## config.mk

```make
export PLATFORM = sky130hd
export DESIGN_NAME = unified_mem_arbiter
export DESIGN_NICKNAME = d
export VERILOG_FILES = /design/src/rtl/unified_mem_arbiter.sv
export SDC_FILE = /design/constraint.sdc
export NUM_CORES = 1
export LEC_CHECK = 0
export BUFFER_PORTS_ARGS = -buffer_cell sky130_fd_sc_hd__buf_2
export CORE_AREA = 2 2 108 110
export CTS_CLUSTER_DIAMETER = 30
export DETAILED_ROUTE_END_ITERATION = 6
export DIE_AREA = 0 0 110 112
export PLACE_DENSITY = 0.44
export SYNTH_ARGS = -nofsm -noshare
export SYNTH_HDL_FRONTEND = slang
export SYNTH_SLANG_ARGS = --single-unit
```

## constraint.sdc

```tcl
create_clock -name clk -period 2.2 [get_ports clk]
set_input_delay 0.33 -clock clk [delete_from_list [all_inputs] [get_ports clk]]
set_output_delay 0.33 -clock clk [all_outputs]
set_load 0.02 [all_outputs]
```

## src/rtl/unified_mem_arbiter.sv

```systemverilog
// Arbitrates one single-port synchronous RAM between instruction fetch (I) and
// data access (D), routing each 1-cycle read response back to its requester.
module unified_mem_arbiter #(
    parameter int ALEN         = 32,
    parameter int XLEN         = 32,
    parameter int STARVE_LIMIT = 4
) (
    input  logic            clk,
    input  logic            rst,
    input  logic            i_req,
    input  logic [ALEN-1:0] i_addr,
    output logic            i_gnt,
    output logic            i_rvalid,
    output logic [31:0]     i_rdata,
    input  logic            d_req,
    input  logic            d_we,
    input  logic [3:0]      d_be,
    input  logic [ALEN-1:0] d_addr,
    input  logic [XLEN-1:0] d_wdata,
    output logic            d_gnt,
    output logic            d_rvalid,
    output logic [XLEN-1:0] d_rdata,
    output logic            m_en,
    output logic            m_we,
    output logic [3:0]      m_be,
    output logic [ALEN-1:0] m_addr,
    output logic [XLEN-1:0] m_wdata,
    input  logic [XLEN-1:0] m_rdata
);

    // Handshake: a requester holds req and its fields stable until the cycle
    // its gnt is high; the access is taken at that edge. Responses (rvalid)
    // come exactly one cycle later and cannot be back-pressured.

    // Keep the counter at least 1 bit wide so STARVE_LIMIT=0 still elaborates.
    localparam int SW = (STARVE_LIMIT < 1) ? 1 : $clog2(STARVE_LIMIT + 1);
    localparam logic [SW-1:0] LIMIT = SW'(STARVE_LIMIT);

    typedef enum logic {
        OWN_I = 1'b0,
        OWN_D = 1'b1
    } owner_t;

    logic [SW-1:0] starve_cnt;
    logic [SW-1:0] starve_nxt;
    logic          valid_q;
    logic          wr_q;
    owner_t        owner_q;

    always_comb begin
        i_gnt = 1'b0;
        d_gnt = 1'b0;
        if (!rst) begin
            if (d_req && !(i_req && (starve_cnt == LIMIT))) begin
                d_gnt = 1'b1;
            end else if (i_req) begin
                i_gnt = 1'b1;
            end
        end
    end

    always_comb begin
        m_en    = 1'b0;
        m_we    = 1'b0;
        m_be    = 4'b0000;
        m_addr  = '0;
        m_wdata = '0;
        if (d_gnt) begin
            m_en    = 1'b1;
            m_we    = d_we;
            m_be    = d_we ? d_be : 4'b0000;
            m_addr  = d_addr;
            m_wdata = d_wdata;
        end else if (i_gnt) begin
            m_en   = 1'b1;
            m_addr = i_addr;
        end
    end

    always_comb begin
        starve_nxt = starve_cnt;
        if (!i_req || i_gnt) begin
            starve_nxt = '0;
        end else if (starve_cnt != LIMIT) begin
            starve_nxt = starve_cnt + SW'(1);
        end
    end

    always_ff @(posedge clk) begin
        if (rst) begin
            starve_cnt <= '0;
            valid_q    <= 1'b0;
            wr_q       <= 1'b0;
            owner_q    <= OWN_I;
        end else begin
            starve_cnt <= starve_nxt;
            valid_q    <= i_gnt | d_gnt;
            if (i_gnt || d_gnt) begin
                owner_q <= d_gnt ? OWN_D : OWN_I;
                wr_q    <= d_gnt & d_we;
            end
        end
    end

    // Gating with !rst drops a response whose grant preceded the reset edge.
    assign i_rvalid = !rst && valid_q && (owner_q == OWN_I);
    assign d_rvalid = !rst && valid_q && (owner_q == OWN_D);
    assign i_rdata  = i_rvalid ? m_rdata[31:0] : 32'h0;
    assign d_rdata  = (d_rvalid && !wr_q) ? m_rdata : '0;

endmodule

```

# --- Word-level counts from Yosys, hierarchy flattened ---
# Cells that the tools add are included.
totals:
  inputBits: 137
  elab_cells: 39
  out_inout_bits: 138
  register_bits: 6
op_classes:
  n_reduce_logical: 13
  n_addsub: 1
  n_mux: 16
  eq_ne: 2
  n_bitwise: 3
ops:
  columns: ["op", "count"]
  rows:
  - ["2-to-1 mux 32 bit", 5]
  - ["2-to-1 mux 1 bit", 9]
  - ["2-to-1 mux 4 bit", 2]
  - ["logical AND 1 bit", 6]
  - ["zero test 1 bit", 4]
  - ["adder 3 x 1 -> 3 bit, second input constant", 1]
  - ["equality test 3 bit, second input constant", 1]
  - ["inequality test 3 bit, second input constant", 1]
  - ["logical OR 1 bit", 2]
  - ["OR reduction 2 bit", 1]
  - ["bitwise AND 1 bit", 1]
  - ["inverter 1 bit", 1]
  - ["bitwise OR 1 bit", 1]

# --- Longest topological paths before layout ---
depth:
  depth_word: 8
  depth_mapped: 6
  mapped_depth_nobuf: 5

# --- Worst setup path before layout ---
# No wires, ideal clock.
synth_timing:
  path_kind: "flip-flop to output port"
  from: "register starve_cnt[0]"
  to: "output m_wdata[16]"
  stages_incl_launch_ff: 6
  slack_ns: 0.296
  n_path_buf: 1
  t_required_ns: 1.870
  arrival_time_ns: 1.574
  path_cell_list: "dfxtp_1 > inv_1 > ha_1 > a311oi_4 > buf_6 > and2_1"
synth_between:
  elab_chain_len: 7
synth_rtl:
  columns: ["element", "line", "text"]
  rows:
  - ["start: declaration", "44", "logic [SW-1:0] starve_cnt;"]
  - ["start signal: assignment", "96", "starve_cnt <= starve_nxt;"]
  - ["equality test 3 bit", "54", "if (d_req && !(i_req && (starve_cnt == LIMIT))) begin"]
  - ["logical AND 1 bit", "54", null]
  - ["zero test 1 bit", "54", null]
  - ["logical AND 1 bit", "54", null]
  - ["2-to-1 mux 1 bit", "54", null]
  - ["2-to-1 mux 1 bit", "53", "if (!rst) begin"]
  - ["named net d_gnt", "20", "output logic d_gnt,"]
  - ["2-to-1 mux 32 bit", "68", "if (d_gnt) begin"]
  - ["end: declaration", "27", "output logic [XLEN-1:0] m_wdata,"]
# The timed path passes the listed nets, and every way through them passes these cells.

# --- Final worst setup path ---
layout_timing:
  from: "register starve_cnt[0]"
  to: "output m_addr[24]"
layout_between:
  elab_chain_len: 8
  elab_cells_between_ends: 10
  classes_between: "1 x eq/ne; 6 x mux; 3 x reduce/logical"
layout_rtl:
  columns: ["element", "line", "text"]
  rows:
  - ["equality test 3 bit (*)", "54", null]
  - ["logical AND 1 bit (*)", "54", null]
  - ["zero test 1 bit (*)", "54", null]
  - ["logical AND 1 bit (*)", "54", null]
  - ["2-to-1 mux 1 bit", "54", null]
  - ["2-to-1 mux 1 bit", "53", null]
  - ["2-to-1 mux 32 bit", "74", "end else if (i_gnt) begin"]
  - ["2-to-1 mux 32 bit (*)", "68", null]
  - ["end: declaration", "26", "output logic [ALEN-1:0] m_addr,"]
# Every way passes the cells marked *; elsewhere a longest branch is shown, timed or not.

==> results_dict.tcl <==
set metrics [dict create \
    status "complete, no violations" \
    drt-met1-wl_mm 2.54 \
    hold_depth 3 \
    fin_nets 591 \
    antenna_found_initial 0 \
    switching_share 0.363 \
    start_util 0.119 \
    final.min_clock_period_ns 2.14 \
    worstPathMaxFanout 55 \
    grt_pass1_wl_mm 9.54 \
    ys_seq_area_frac 0.0901 \
    clk_latency_ns 0.23 \
    power_density_nw_per_um2 303 \
    final_area_sq_um 2970 \
    yosys.area.top_type "and2_1" \
    row_count 39 \
    drt_iter0_markers 70 \
    max_freq_mhz 468 \
    p_clk_frac 0.328 \
    grt_pass1_vias 1988 \
    syn_to_final_growth_pct 123 \
    wl_met3_microns 705 \
    pre_cts_ws_ns 0.138 \
    cts_tree "built" \
    vias 2298 \
    drt_first_pass_iters 4 \
    p_leak_nw 1.89 \
    hold_viol 0 \
    syn_nets 322 \
    chipWidth_microns 110 \
    cap_violations 0 \
    worstMarginPinSlew_ns 0.430 \
    ys_ff_latch 6 \
    place_congestion 0.755 \
    diodes 0 \
    syn_avg_cell_area_sq_um 7.28 \
    max_stage_delay_ns 0.39 \
    worstPathArrival_ns 1.81 \
    finClkSkew_ns 0.00111 \
    grt_setup_unrepaired "true" \
    layout-drive-gt1-share 0.653 \
    io_buffers 274 \
    slew_violations 0 \
    ant_nets 0 \
    syn_area_sq_um 1330 \
    vias_per_cell 3.88 \
    holdCritPathClass "in -> reg" \
    synth_area_leaders "and2_1 46%, a22o_1 21%, dfxtp_1 9.0%" \
    clk_pin_slew_ns 0.03 \
    pwr-share-comb 0.542 \
    dp_hpwl_mm 5.81 \
    highest_layer "met4" \
    clock_path_buffers 2 \
    drc 0 \
    path_cells "inv_2, ha_4, a311oi_4, buf_12, a22o_1, buf_2" \
    clkSinkCount 6 \
    required_ns 1.87 \
    cp_slowest_cell "a311oi_4" \
    critical_path_class "reg -> out" \
    synth_cells 183 \
    post-route-period-util 0.972 \
    worst_slack_ns 0.0614 \
    setup_viol 0 \
    critPathLaunchType "flip-flop" \
    grt_usage 0.0969 \
    final_util 0.266 \
    cts_made_buffers 3 \
    grt_max_degree 56 \
    dieArea_sq_um 12300 \
    relSlewSlack 0.713 \
    num_io_pins 275 \
    vdd_drop_max_mv 0.172 \
    synth_cell_types 23 \
    wirelength_mm 6.95 \
    switchingPower_mw 0.327 \
    yosys.area.top_type_share 0.455 \
    overflow 0 \
    htree_levels 1 \
    reg2reg_depth 5 \
    p_seq_frac 0.130 \
    crit_path_end_kind "output port" \
    postPlaceCellArea_sq_um 2830 \
    p_int_mw 0.573 \
    dr_wl_met2_mm 3.63 \
    fp.coreArea_sq_um 11200 \
    nFillCells 1250 \
    cts_root_buf "clkbuf_16" \
    die_h_microns 112 \
    routedWlPerCell_microns 11.7 \
    synth_warnings 0 \
]
==> logic make-up after synthesis <==
logic type / share of synthesized area
simple gates: 0.533
compound gates: 0.247
buf+inv: 0.103
flops: 0.0901
fa+ha+maj: 0.0188
mux: 0.00751
==> Yosys cell counts <==
master     n
and3_1     4
nor2_1     8
mux2i_1    1
nand2_1    2
nand3_1    1
and2_1    97
nor3b_1    1
a21o_1     1
nand2b_1   1
buf_6      7
a22o_1    32
and2b_1    1
inv_2      1
ha_1       2
dfxtp_1    6
buf_2      5
and3b_1    1
a32o_1     1
a21oi_1    1
inv_1      3
nor2b_1    1
clkbuf_1   5
a311oi_4   1
==> layout make-up <==
| cell class | instances | area [sq um] | area share |
|---|---|---|---|
| Timing Repair Buffer | 281 | 1480 | 0.498 |
| Multi-Input combinational cell | 156 | 1100 | 0.370 |
| Tap cell | 143 | 179 | 0.0603 |
| Sequential cell | 6 | 123 | 0.0413 |
| Clock buffer | 3 | 75.1 | 0.0253 |
| Inverter | 4 | 15.0 | 0.00506 |
==> path summary, 6_finish.rpt <==
| check | start | endpoint | slack (ns) |
|---|---|---|---|
| min reg2reg | starve_cnt[0] | starve_cnt[0] | 0.43 |
| max reg2reg | starve_cnt[0] | wr_q | 0.77 |
| max | starve_cnt[0] | m_addr[24] | 0.06 |
| min | d_req | valid_q | 0.39 |
==> worst max-delay path, delay by kind of cell (launching register included) <==
family | cells | cell delay (ns)
buffers and inverters | 3 | 0.48
AOI/OAI and AO/OA | 2 | 0.59
DFF | 1 | 0.34
adders and majority gates | 1 | 0.16
==> what timing repair did <==
item	CTS	global route
setup buffers	0	1
gates cloned	0	1
hold buffers	0	0
pin swaps	0	4
endpoints found under the setup margin	1	101
gates resized for setup	1	17
==> through the flow <==
step           TNS (ns)  cells  hold slack, ns  power [mW]
6_report              0    593           0.393       0.900
5_1_grt         -0.0936    593           0.429       0.959
4_1_cts               0    591           0.402       0.900
3_5_place_dp          0    588           0.445       0.600
3_3_place_gp          0    588           0.436       0.599
2_1_floorplan         0    183           0.417       0.372
==> flip-flops by register name, summed over array words and instances, names as in the netlist <==
name	count
wr_q	1
valid_q	1
owner_q	1
starve_cnt	3
==> metal layers <==
metal,up-vias,global-route usage
met5,-,0
met3,8,0.0152
met2,132,0.177
met4,0,0.0211
met1,1010,0.117
li1,1148,-
==> cell usage in the layout (no fill, tap or decap) <==
master	count
buf_12	2
mux2i_1	1
buf_8	1
a311oi_4	1
nand2_1	2
a22o_1	32
nor3b_2	1
inv_1	1
nor2b_1	1
buf_2	268
nor2_1	8
a32o_1	1
inv_2	3
clkbuf_4	1
and2_1	97
nand3_1	1
and3b_1	1
ha_1	1
and3_1	4
clkbuf_16	3
and2b_2	1
buf_6	2
nand2b_1	1
a21o_1	1
a21oi_2	1
buf_4	7
ha_4	1
dfxtp_1	4
dfxtp_2	2
==> power by group through the flow <==
stage | Sequential [mW] | Clock, mW | Combinational [mW]
floorplan | 0.117 | 0 | 0.255
global placement | 0.118 | 0 | 0.481
detailed placement | 0.118 | 0 | 0.482
CTS | 0.117 | 0.300 | 0.484
global route | 0.118 | 0.308 | 0.533
finish | 0.117 | 0.295 | 0.488
No activity file was read; power rests on OpenSTA's default activity.
